$ cat src/rtl/long_multiplier_iterative.sv
// Iterative unsigned DATA_WIDTH x DATA_WIDTH multiplier that reuses one array row
// per clock. Optional build macro: LONG_MULTIPLIER_ZERO_BYPASS_EN (a zero operand
// skips the row iterations and reports a zero product one cycle after accept).
//
// state    | meaning
// ---------+-----------------------------------------------------------
// IDLE     | waiting for operands; loads row 0 when data_valid_i is high
// MULTIPLY | evaluating rows 1..W-1, one per cycle
// DONE     | product final; data_valid_o pulses for this single cycle

// One row of the array multiplier: adds the row's AND-product to the running
// partial sum and carry. The low bit of the sum is a finished product bit.
module long_multiplier_product_row #(
  parameter int DATA_WIDTH = 32
) (
  input  logic [DATA_WIDTH-1:0] and_product_i,
  input  logic [DATA_WIDTH-2:0] partial_product_i,
  input  logic                  prev_carry_i,
  output logic                  product_bit_o,
  output logic [DATA_WIDTH-2:0] result_o,
  output logic                  carry_o
);
  logic [DATA_WIDTH:0] sum;

  // Running sum {carry, partial} is the accumulator shifted down by the row index.
  always_comb begin
    sum = {1'b0, and_product_i} + {1'b0, prev_carry_i, partial_product_i};
  end

  assign product_bit_o = sum[0];
  assign result_o      = sum[DATA_WIDTH-1:1];
  assign carry_o       = sum[DATA_WIDTH];
endmodule

module long_multiplier_iterative #(
  parameter int DATA_WIDTH = 32
) (
  input  logic                      clk_i,
  input  logic                      rst_i,
  input  logic [DATA_WIDTH-1:0]     multiplicand_i,
  input  logic [DATA_WIDTH-1:0]     multiplier_i,
  input  logic                      data_valid_i,
  output logic [2*DATA_WIDTH-1:0]   product_o,
  output logic                      data_valid_o,
  output logic                      idle_o
);
  localparam int CW = $clog2(DATA_WIDTH);

  typedef enum logic [1:0] {IDLE, MULTIPLY, DONE} state_t;

  state_t                  state_q, state_d;
  logic [DATA_WIDTH-1:0]   a_q, a_d;
  logic [DATA_WIDTH-1:0]   b_q, b_d;
  logic [2*DATA_WIDTH-1:0] product_q, product_d;
  logic [DATA_WIDTH-2:0]   partial_q, partial_d;
  logic                    carry_q, carry_d;
  logic [CW-1:0]           count_q, count_d;

  logic [DATA_WIDTH-1:0]   init_row;
  logic [DATA_WIDTH-1:0]   and_row;
  logic                    row_bit;
  logic [DATA_WIDTH-2:0]   row_result;
  logic                    row_carry;

  assign init_row = multiplicand_i & {DATA_WIDTH{multiplier_i[0]}};
  assign and_row  = a_q & {DATA_WIDTH{b_q[count_q]}};

  long_multiplier_product_row #(
    .DATA_WIDTH(DATA_WIDTH)
  ) u_row (
    .and_product_i    (and_row),
    .partial_product_i(partial_q),
    .prev_carry_i     (carry_q),
    .product_bit_o    (row_bit),
    .result_o         (row_result),
    .carry_o          (row_carry)
  );

  // State and datapath registers; reset discards any in-flight operation.
  always_ff @(posedge clk_i or posedge rst_i) begin
    if (rst_i) begin
      state_q   <= IDLE;
      a_q       <= '0;
      b_q       <= '0;
      product_q <= '0;
      partial_q <= '0;
      carry_q   <= 1'b0;
      count_q   <= '0;
    end else begin
      state_q   <= state_d;
      a_q       <= a_d;
      b_q       <= b_d;
      product_q <= product_d;
      partial_q <= partial_d;
      carry_q   <= carry_d;
      count_q   <= count_d;
    end
  end

  // Next-state and datapath update, one array row per MULTIPLY cycle.
  always_comb begin
    state_d   = state_q;
    a_d       = a_q;
    b_d       = b_q;
    product_d = product_q;
    partial_d = partial_q;
    carry_d   = carry_q;
    count_d   = count_q;
    case (state_q)
      IDLE: begin
        if (data_valid_i) begin
          a_d          = multiplicand_i;
          b_d          = multiplier_i;
          product_d    = '0;
          product_d[0] = init_row[0];
          partial_d    = init_row[DATA_WIDTH-1:1];
          carry_d      = 1'b0;
          count_d      = CW'(1);
          state_d      = MULTIPLY;
`ifdef LONG_MULTIPLIER_ZERO_BYPASS_EN
          if ((multiplicand_i == '0) || (multiplier_i == '0)) begin
            product_d = '0;
            partial_d = '0;
            count_d   = '0;
            state_d   = DONE;
          end
`endif
        end
      end
      MULTIPLY: begin
        product_d[count_q] = row_bit;
        partial_d          = row_result;
        carry_d            = row_carry;
        if (count_q == CW'(DATA_WIDTH-1)) begin
          product_d[2*DATA_WIDTH-1:DATA_WIDTH] = {row_carry, row_result};
          count_d = '0;
          state_d = DONE;
        end else begin
          count_d = count_q + CW'(1);
        end
      end
      DONE: begin
        state_d = IDLE;
      end
      default: begin
        state_d = IDLE;
      end
    endcase
  end

  assign product_o    = product_q;
  assign data_valid_o = (state_q == DONE);
  assign idle_o       = (state_q == IDLE);
endmodule

$ cat config.mk
export PLATFORM = sky130hd
export DESIGN_NAME = long_multiplier_iterative
export DESIGN_NICKNAME = d
export VERILOG_FILES = /design/src/rtl/long_multiplier_iterative.sv
export SDC_FILE = /design/constraint.sdc
export NUM_CORES = 1
export LEC_CHECK = 0
export CORE_MARGIN = 5
export CORE_UTILIZATION = 33
export CTS_CLUSTER_SIZE = 25
export DETAILED_ROUTE_END_ITERATION = 8
export SLEW_MARGIN = 20
export SYNTH_ARGS = -nofsm -noshare
export SYNTH_HDL_FRONTEND = slang
export SYNTH_SLANG_ARGS = --single-unit
export TNS_END_PERCENT = 50
$ cat constraint.sdc
create_clock -name clk_i -period 8.5 [get_ports clk_i]
set_input_delay 1.7 -clock clk_i [delete_from_list [all_inputs] [get_ports clk_i]]
set_output_delay 1.7 -clock clk_i [all_outputs]
set_load 0.005 [all_outputs]
==> flow_summary.json, run 1 <==
{
  "status": "complete, no violations",
  "dr.pass1.iters": 5,
  "wirelength_um": 26800,
  "cts_made_buffers": 17,
  "die_height_um": 175,
  "synth-edff-count": 0,
  "slew_headroom": 0.224,
  "path_cells": "mux4_2, a22oi_1, nand4_1, buf_4, and2_1, ha_1, fa_1, a21oi_1, o211a_1, nor2_1, a22oi_1, a31oi_1, and4bb_1, nor4_1, o22ai_1",
  "critPathKind": "reg2reg",
  "rsz0062_at_grt": "false",
  "core_area_um2": 27000,
  "ctsResizeCount": 0,
  "pwr-share-seq": 0.254,
  "area_growth_syn_to_layout_pct": 25.5,
  "grt_pass1_vias": 7992,
  "p_per_area_nw_per_um2": 489,
  "vias": 7808,
  "grt_max_degree": 110,
  "die-width_um": 175,
  "clock_power_share": 0.154,
  "drc": 0,
  "clk_pin_slew_ps": 70,
  "postCtsHoldBufs": 0,
  "tritoncts": "done",
  "multi_input_area_um2": 4590,
  "cts_max_level": 4,
  "netlist_top_cells_area": "dfrtp_1 46%, nand2_1 12%, ha_1 5.1%",
  "yosysWarnings": 0,
  "cpMostUsedCell": "a22oi_1",
  "worst_pin_slew_ps": 1160,
  "drtIter0Drc": 679,
  "ios": 133,
  "port_buffers": 132,
  "insertion_delay_ps": 430,
  "nNetsFinal": 1237,
  "finalSetupViolCount": 0,
  "drive_above_1_share": 0.0620,
  "clkSinkCount": 167,
  "met2_usage": 0.295,
  "gp_congestion": 0.874,
  "antenna_cells": 0,
  "synth_top_area_frac": 0.463,
  "drv_slew": 0,
  "ys_seq_area_frac": 0.463,
  "routedWlPerCell_um": 18.0,
  "fmax_mhz": 214,
  "cp_num_buf_inv": 1,
  "min_path_type": "reg2reg",
  "root_buffer": "clkbuf_16",
  "syn_inst": 1030,
  "hold_violations": 0,
  "holdCritStartpoint": "a_q[28]",
  "crit_slowest_cell": "dfrtp_1",
  "finalCriticalPeriod_ps": 4670,
  "p_int_uw": 3000,
  "cp-end-kind": "flop",
  "r2r_cells": 15,
  "vdd_drop_max_mv": 0.194,
  "ys_ff_latch": 167,
  "drv_cap": 0,
  "startpoint_type": "flop",
  "clockBufferDepth": 2,
  "synth_common_cells": "280 x nand2_1, 167 x dfrtp_1, 61 x a21oi_1, 55 x nor2_1, 55 x o21ai_0",
  "r2r-start": "count_q[0]",
  "ys_types": 59,
  "fillCellCount": 2671,
  "arrival_ps": 4950,
  "ys.flop_type": "dfrtp_1",
  "grt_overflow_total": 0,
  "ant_nets": 0,
  "antenna_found_initial": 0,
  "min_path_cells": 2,
  "combPwrFrac": 0.592,
  "async_flop_share": 1.00,
  "reg2reg_to": "partial_q[27]",
  "swShare": 0.457,
  "cts_setup_buffers": 0,
  "syn_area_um2": 9030,
  "grt_use_met3": 0.0381,
  "syn_avg_cell_area_um2": 8.77,
  "worst_ep_required_time_ps": 8780,
  "synth.most_common_cell": "nand2_1",
  "final.setup_skew_ps": 11.4,
  "slowest_delay_ps": 730,
  "grtUsageTotal": 0.177,
  "initial_core_util": 0.335,
  "path_delay_family": "compound AO/OA/AOI/OAI gates",
  "row_count": 60,
  "ff_latch_area_um2": 4180,
  "switchingPower_uw": 2530,
  "postLayoutCellArea_um2": 11300,
  "die_area_um2": 30800,
  "fin_crit_sh": 0.549,
  "place_area_um2": 10700,
  "grt_use_met1": 0.239,
  "crit_fanout": 32,
  "setup_tns_ps": 0,
  "grt_busiest_layer": "met2",
  "hold_end": "a_q[28]",
  "synth_nets": 1135,
  "hpwl_um": 18500,
  "vias_per_cell": 5.25,
  "rrSetupSlack_ps": 3830,
  "grt_pass1_wl_um": 43700,
  "synth.largest_area_cell": "dfrtp_1",
  "p_leak_uw": 0.00512
}
layout by cell type (no fill, tap or decap), types with 4 or more instances in the layout:
cell | Yosys | routed
nand2_1 | 280 | 279
inv_1 | 15 | 14
nand3_1 | 39 | 39
a22oi_1 | 10 | 10
buf_4 | 0 | 11
xnor2_1 | 14 | 14
nand4_1 | 7 | 7
a21o_1 | 9 | 9
o21a_1 | 6 | 6
and3b_1 | 4 | 4
o21ai_1 | 22 | 21
dfrtp_1 | 167 | 167
a211oi_1 | 4 | 4
xor2_1 | 13 | 13
mux4_2 | 8 | 8
and3_1 | 7 | 7
o21bai_1 | 6 | 6
a21oi_1 | 61 | 61
nor2_1 | 55 | 53
o211ai_1 | 27 | 27
a32oi_1 | 4 | 4
bufinv_16 | 0 | 4
and2_1 | 40 | 40
o21ai_0 | 55 | 55
ha_1 | 37 | 37
o22ai_1 | 4 | 4
clkbuf_16 | 0 | 17
inv_6 | 0 | 6
a221oi_1 | 5 | 5
a22o_1 | 9 | 9
nor3_1 | 7 | 7
clkdlybuf4s50_1 | 0 | 132
a31oi_1 | 10 | 10
power groups by stage:
stage	logic, uW	registers (uW)	clock network (uW)
floorplan	2430	1310	0
global placement	3220	1410	0
detailed placement	3270	1410	0
CTS	3290	1410	870
global route	3690	1450	907
finish	3280	1410	854
worst reg2reg max path, stage by stage, from the launching register on:
cell and delay (ps):
dfrtp_1 730, mux4_2 580, a22oi_1 230, nand4_1 120
buf_4 250, and2_1 210, ha_1 220, fa_1 400
a21oi_1 240, o211a_1 210, nor2_1 100, a22oi_1 220
a31oi_1 220, and4bb_1 240, nor4_1 410, o22ai_1 140
sequential cells by signal, summed over array words and instances (netlist names):
signal / cells
product_o: 64
a_q: 32
b_q: 32
partial_q: 31
count_q: 5
state_q: 2
carry_q: 1
routing by layer:
layer	wire length, um	up-vias
met5	0	-
met4	393	0
met3	1330	32
met2	12600	197
met1	12400	3788
li1	-	3791
worst max-delay path by stage:
| stage | from | to | slack [ps] | depth (start not counted) |
|---|---|---|---|---|
| floorplan | rst_i | a_q[0] | 2280 | 1 |
| global route | count_q[0] | partial_q[27] | 3400 | 15 |
| CTS | count_q[0] | partial_q[27] | 3830 | 15 |
| global placement | count_q[0] | partial_q[27] | 3920 | 15 |
| finish | count_q[0] | partial_q[27] | 3830 | 15 |
| detailed placement | count_q[0] | partial_q[27] | 3860 | 15 |
kinds of logic after synthesis:
logic type / synth area share
compound gates: 0.183
mux: 0.0199
simple gates: 0.222
flops: 0.463
buf+inv: 0.0321
xor+xnor: 0.0262
fa+ha+maj: 0.0535
layout make-up:
class                      count  area share
multi-input combinational    787       0.405
inverter                      15     0.00541
clock buffer                  17      0.0375
sequential                   167       0.369
clock inverter                15      0.0188
tap                          341      0.0377
timing repair buffer         144       0.126
metrics by stage:
stage / worst slack [ps] / total power, uW / cells / util / hold WS (ps)
floorplan: 2280 / 3740 / 1030 / - / 437
global placement: 3920 / 4630 / 1453 / 0.396 / 449
detailed placement: 3860 / 4680 / 1453 / 0.396 / 454
CTS: 3830 / 5570 / 1485 / 0.419 / 471
global route: 3400 / 6050 / 1486 / 0.420 / 495
finish: 3830 / 5540 / 1486 / 0.420 / 465
Power figures use the tool's default switching activity.
==> inputs of run 2 (changes only) <==
Clock period 8.5 ns to 3.95 ns, I/O delays scaled along.
==> run 2 against run 1 <==
Effect of this change: the run now ends with negative setup slack left; power rose to 2.6 times the previous value; wire length rose by 6.6%; flip-flop and latch count did not move; die area did not move; fmax rose by 17%; final area rose by 10%; clock power rose by 100%; non-clock buffer count rose by 74; sequential share of layout area fell by 3.5 points.
==> flow_summary.json, run 2 (synthesis gave the netlist of run 1 again) <==
{
  "status": "finished, violations left",
  "violations": "negative setup slack",
  "vdd_drop_max_mv": 0.536,
  "post-place-ws_ps": -107,
  "die-width_um": 175,
  "routedWlPerCell_um": 18.3,
  "vias": 8126,
  "hpwl_um": 19400,
  "cts_made_buffers": 17,
  "grtUsageTotal": 0.182,
  "antenna_found_initial": 1,
  "p_per_area_nw_per_um2": 1170,
  "critPathKind": "reg2reg",
  "p_int_uw": 8120,
  "cp_num_buf_inv": 3,
  "clockBufferDepth": 2,
  "slew_headroom": 0.307,
  "min_path_type": "reg2reg",
  "grt_max_degree": 168,
  "switchingPower_uw": 6480,
  "grt_pass1_vias": 8179,
  "worst_pin_slew_ps": 1040,
  "drtIter0Drc": 608,
  "crit_slowest_cell": "mux4_2",
  "drc": 0,
  "row_count": 60,
  "rrSetupSlack_ps": -30,
  "drv_cap": 0,
  "dr.pass1.iters": 8,
  "drive_above_1_share": 0.187,
  "grt_overflow_total": 0,
  "startpoint_type": "flop",
  "fmax_mhz": 251,
  "die_area_um2": 30800,
  "fin_ws_ps": -30.3,
  "port_buffers": 132,
  "power_uw": 14600,
  "pwr-share-seq": 0.207,
  "cts_max_level": 4,
  "clk_pin_slew_ps": 70,
  "layout.cells.most_common_list": "272 x nand2_1, 167 x dfrtp_1, 132 x clkdlybuf4s50_1",
  "antenna_cells": 0,
  "min_path_cells": 2,
  "rsz0062_at_grt": "true",
  "clock_power_share": 0.117,
  "cp.depth": 16,
  "core_area_um2": 27000,
  "layout_commonest_cell": "nand2_1",
  "crit_fanout": 8,
  "combPwrFrac": 0.676,
  "nNetsFinal": 1311,
  "swShare": 0.444,
  "hold_violations": 0,
  "arrival_ps": 4270,
  "area_growth_syn_to_layout_pct": 38.4,
  "slowest_delay_ps": 500,
  "clkSinkCount": 167,
  "gp_congestion": 0.896,
  "finalSetupViolCount": 2,
  "tritoncts": "done",
  "postCtsHoldBufs": 0,
  "final_core_util": 0.464,
  "largest_register_ffs": 64,
  "insertion_delay_ps": 440,
  "final.setup_skew_ps": 14.6,
  "fin_crit_sh": 1.01,
  "vias_per_cell": 5.21,
  "r2r_cells": 16,
  "finalCriticalPeriod_ps": 3980,
  "wirelength_um": 28600,
  "root_buffer": "clkbuf_16",
  "timing.hold.ws_ps": 464,
  "drv_slew": 0,
  "path_cells": "buf_12, mux4_2, a22oi_2, nand4_1, buf_4, buf_6, and2_4, ha_4, a211oi_4, o31ai_4, a31oi_4, o211ai_4, a211o_4, a311oi_2, xor2_1, o22ai_1",
  "grt_pass1_wl_um": 45000,
  "cp-end-kind": "flop",
  "path_delay_family": "compound AO/OA/AOI/OAI gates",
  "ios": 133,
  "ant_nets": 0,
  "p_leak_uw": 0.00553,
  "worst_ep_required_time_ps": 4240,
  "initial_core_util": 0.335,
  "die_height_um": 175
}
[run 2: changes by cell type in the layout (fill, tap and decap cells not counted), sizes merged]
cell,before,now
bufinv,4,1
clkinv,3,2
buf,12,86
clkinvlp,1,4
clkbuf,17,18
[run 2: tightest hold or removal path: stages, from the launching register on]
cell     delay, ps
dfrtp_1        340
nand2_1         50
nand2_1         50
[run 2: path summary, 6_finish.rpt]
| kind | to | startpoint |
|---|---|---|
| min in group asynchronous | b_q[25] | rst_i |
| max in group asynchronous | partial_q[24] | rst_i |
| max reg2reg | partial_q[28] | count_q[0] |
| max | partial_q[28] | count_q[0] |
| min | a_q[0] | a_q[0] |
| min reg2reg | a_q[0] | a_q[0] |
[run 2: metrics by stage]
step	TNS (ps)	cells	instance area, um^2
global placement	-56.9	1516	11200
finish	-31.0	1560	12500
global route	-1690	1560	12500
detailed placement	-555	1516	11200
floorplan	0	1030	9030
CTS	0	1548	11900
[run 2: layer usage]
layer / vias to the layer above / part of all wire / wire [um] / GRT usage
met2: 225 / 0.48 / 13800 / 0.301
met3: 44 / 0.052 / 1500 / 0.0396
met4: 2 / 0.019 / 541 / 0.0504
li1: 3952 / - / - / -
met5: - / 0.00046 / 13 / 0
met1: 3903 / 0.44 / 12700 / 0.242
[run 2: power groups by stage]
stage          sequential, uW  clock, uW  combinational, uW
2_1_floorplan            2830          0               5230
3_3_place_gp             3000          0               7940
3_5_place_dp             2990          0               8060
4_1_cts                  2980       1740               8340
5_1_grt                  3120       1810              10800
6_report                 3030       1710               9860
[run 2: what timing repair did]
item,in CTS,in global routing
cloned,0,1
gates resized for setup,18,97
setup endpoints to repair,18,39
pin swaps,1,46
buffers inserted,0,11
[run 2: final cells by class]
type / instances / area, um^2
inverter: 15 / 60.1
clock inverter: 14 / 155
fill: 2539 / 14500
multi-input combinational: 787 / 5210
clock buffer: 18 / 439
sequential: 167 / 4180
timing repair buffer: 218 / 2030
tap: 341 / 427
==> RTL change, RTL diff (config.mk and constraints of run 2) <==
Take the reset off `b_q` and load it in a clocked block of its own.
--- a/src/rtl/long_multiplier_iterative.sv
+++ b/src/rtl/long_multiplier_iterative.sv
@@ -81,7 +81,6 @@
     if (rst_i) begin
       state_q   <= IDLE;
       a_q       <= '0;
-      b_q       <= '0;
       product_q <= '0;
       partial_q <= '0;
       carry_q   <= 1'b0;
@@ -89,12 +88,15 @@
     end else begin
       state_q   <= state_d;
       a_q       <= a_d;
-      b_q       <= b_d;
       product_q <= product_d;
       partial_q <= partial_d;
       carry_q   <= carry_d;
       count_q   <= count_d;
     end
+  end
+
+  always_ff @(posedge clk_i) begin
+    b_q <= b_d;
   end
 
   // Next-state and datapath update, one array row per MULTIPLY cycle.
Function: same outputs for any inputs over 4 cycles, from zero or initial values and one cycle with rst_i high; that may be too few to reach the edited logic, so the function may still have changed.
==> RTL change against run 2 <==
- area after synthesis increased by 0.72%
- die area increased by 0.68%
- total power decreased by 25%
- final area decreased by 4.6%
- critical path depth unchanged
- global-route usage decreased by 0.45 points
- wire length decreased by 2.8%
- sequential cell count unchanged
- worst setup slack improved by 0.12 ns
- critical endpoint is now partial_q[23]
==> RTL change: results (changes against run 2) <==
[global_route]
grt_pass1_wl_um = 43800  ; -2.6%
grt_pass1_vias = 7862  ; -3.9%
grt_max_degree = 69  ; -59%
grt_usage_pct = 17.7  ; -0.45 points
antenna_found_initial = 0  ; -1

[power]
leakagePower_nw = 5.10  ; -7.7%
switchingPower_w = 0.00480  ; -26%
ir_worst_vdd_uv = 404  ; -25%

[cells_and_area]
fillers = 2599  ; +2.4%
nets = 1195  ; -8.8%
diodes = 0  ; unchanged
largest_reg_flops = 64  ; unchanged
drive_above_1_share_pct = 15.2  ; -3.5 points

[place]
portBuffers = 132  ; unchanged
hpwlAfterDp_um = 19500  ; +0.59%
finalWeightedCongestion = 0.874  ; -2.5%

[setup_path]
reg2reg_setup_slack_ns = 0.09  ; +0.12 ns
reg2reg_depth = 16  ; unchanged
crit_path_top_delay_cell = mux4_2
max_stage_delay_ns = 0.51
regToRegStartpoint = count_q[0]
endpoint_kind = flop
r2r_end = partial_q[23]
worstPathArrival_ns = 4.18  ; -0.09 ns
path_max_fanout = 13  ; +5
cp-start-kind = flop

[worst_hold_path]
min_from = a_q[28]
hold_class = flop to flop

[detailed_routing]
dr.pass1.iters = 5  ; -3
routed_wl_um = 27800  ; -2.8%
via_per_inst = 5.42  ; +4.0%
drt_iter0_drc = 631  ; +3.8%

[synthesis]
synth_mux_area_share_pct = 2.64  ; +0.65 points
synth_fp_nets = 1054  ; -7.1%
synth_edf_count = 32  ; +32
synth_compound_area_share_pct = 18.4  ; +0.048 points
synthFlopType = dfrtp_1
seq_area_frac_synth_pct = 47.7  ; +1.4 points
synth_commonest_cells = nand2_1, dfrtp_1, clkbuf_1, nand3_1, a21oi_1
synth_xor_area_share_pct = 2.31  ; -0.31 points
async_flop_share_pct = 80.8  ; -19 points
yosysWarnings = 0  ; unchanged
yosys.area_share.adder_pct = 5.31  ; -0.038 points
ys_types = 70  ; +19%
synth.area.top_cells = dfrtp_1, edfxtp_1, nand2_1, ha_1, o211ai_1

[clock_tree]
numCtsBuffers = 17  ; unchanged
clkTransAtPathRegs_ns = 0.07  ; about the same
cts.path.max_buffers = 2  ; unchanged
clockRootBuffer = clkbuf_16
insertion_delay_ns = 0.44  ; about the same
htreeDepth = 4  ; unchanged

[sta]
slew_headroom_pct = 33.8  ; +3.2 points
skew_ns = 0.0136  ; -0.000974 ns
finalSetupViolCount = 0  ; -2

[status]
outcome = complete, no violations

==> RTL change: worst min path at each step <==
stage | end | slack [ns] | cells past startpoint
6_report | a_q[28] | 0.47 | 2
4_1_cts | a_q[28] | 0.47 | 2
2_1_floorplan | a_q[0] | 0.44 | 2
3_3_place_gp | a_q[27] | 0.45 | 2
3_5_place_dp | a_q[26] | 0.45 | 2
5_1_grt | a_q[3] | 0.49 | 2
==> RTL change: worst max-delay path: cells and delay by family (launching register included) <==
kind / cells / cell delay [ns]
multiplexers: 1 / 0.51
AO/OA/AOI/OAI: 5 / 1.17
adder cells (fa/ha/maj): 1 / 0.37
flip-flops: 1 / 0.39
buffers and inverters: 4 / 0.64
AND/OR/NAND/NOR: 5 / 0.66
==> RTL change: final cells by class <==
class                   count  area, um2  share of cell area, %
inverters                  16       63.8                  0.535
well taps                 341        427                   3.58
multi-input cells         702       4710                   39.5
clock inverters            13        151                   1.27
repair buffers            186       1790                   15.0
clock buffers              19        433                   3.63
flip-flops and latches    167       4340                   36.4
==> RTL change: timing repair <==
| action | 4_1_cts | 5_1_grt |
|---|---|---|
| buffers inserted | 0 | 3 |
| resized for setup | 0 | 56 |
| setup endpoints to repair | 0 | 38 |
| hold buffers | 0 | 0 |
==> RTL change: cells by family after synthesis <==
family | Yosys count
AOI/OAI and AO/OA | 235
adders and majority gates | 38
muxes | 14
buffers and inverters | 80
DFF | 167
and+or+nand+nor | 391
xor gates and xnor gates | 24
==> RTL change: power groups by stage <==
| stage | Combinational, W | Clock [W] | Sequential (W) |
|---|---|---|---|
| after floorplan | 0.00395 | 0 | 0.00266 |
| after global placement | 0.00588 | 0 | 0.00280 |
| after detailed placement | 0.00597 | 0 | 0.00280 |
| after CTS | 0.00600 | 0.00172 | 0.00278 |
| after global routing | 0.00711 | 0.00179 | 0.00288 |
| final | 0.00646 | 0.00169 | 0.00280 |
==> RTL change: metrics by stage <==
step	hold WS [ns]	std cells	util [%]	area (um2)	setup WS, ns
after detailed placement	0.454	1409	40.9	11000	0.0459
after floorplan	0.437	949	-	9100	0.193
after global routing	0.493	1444	44.1	11900	-0.0745
final	0.473	1444	44.1	11900	0.0885
after CTS	0.473	1441	43.0	11600	0.00772
after global placement	0.452	1409	40.9	11000	0.135
==> RTL change: routing by layer <==
metal	up-vias	GRT usage [%]	part of all wire [%]	wire (um)
li1	3695	-	-	-
met1	3858	24.4	46	12700
met2	234	28.9	48	13200
met3	35	3.06	4.6	1270
met4	0	5.10	2.1	585
met5	-	0	0	0
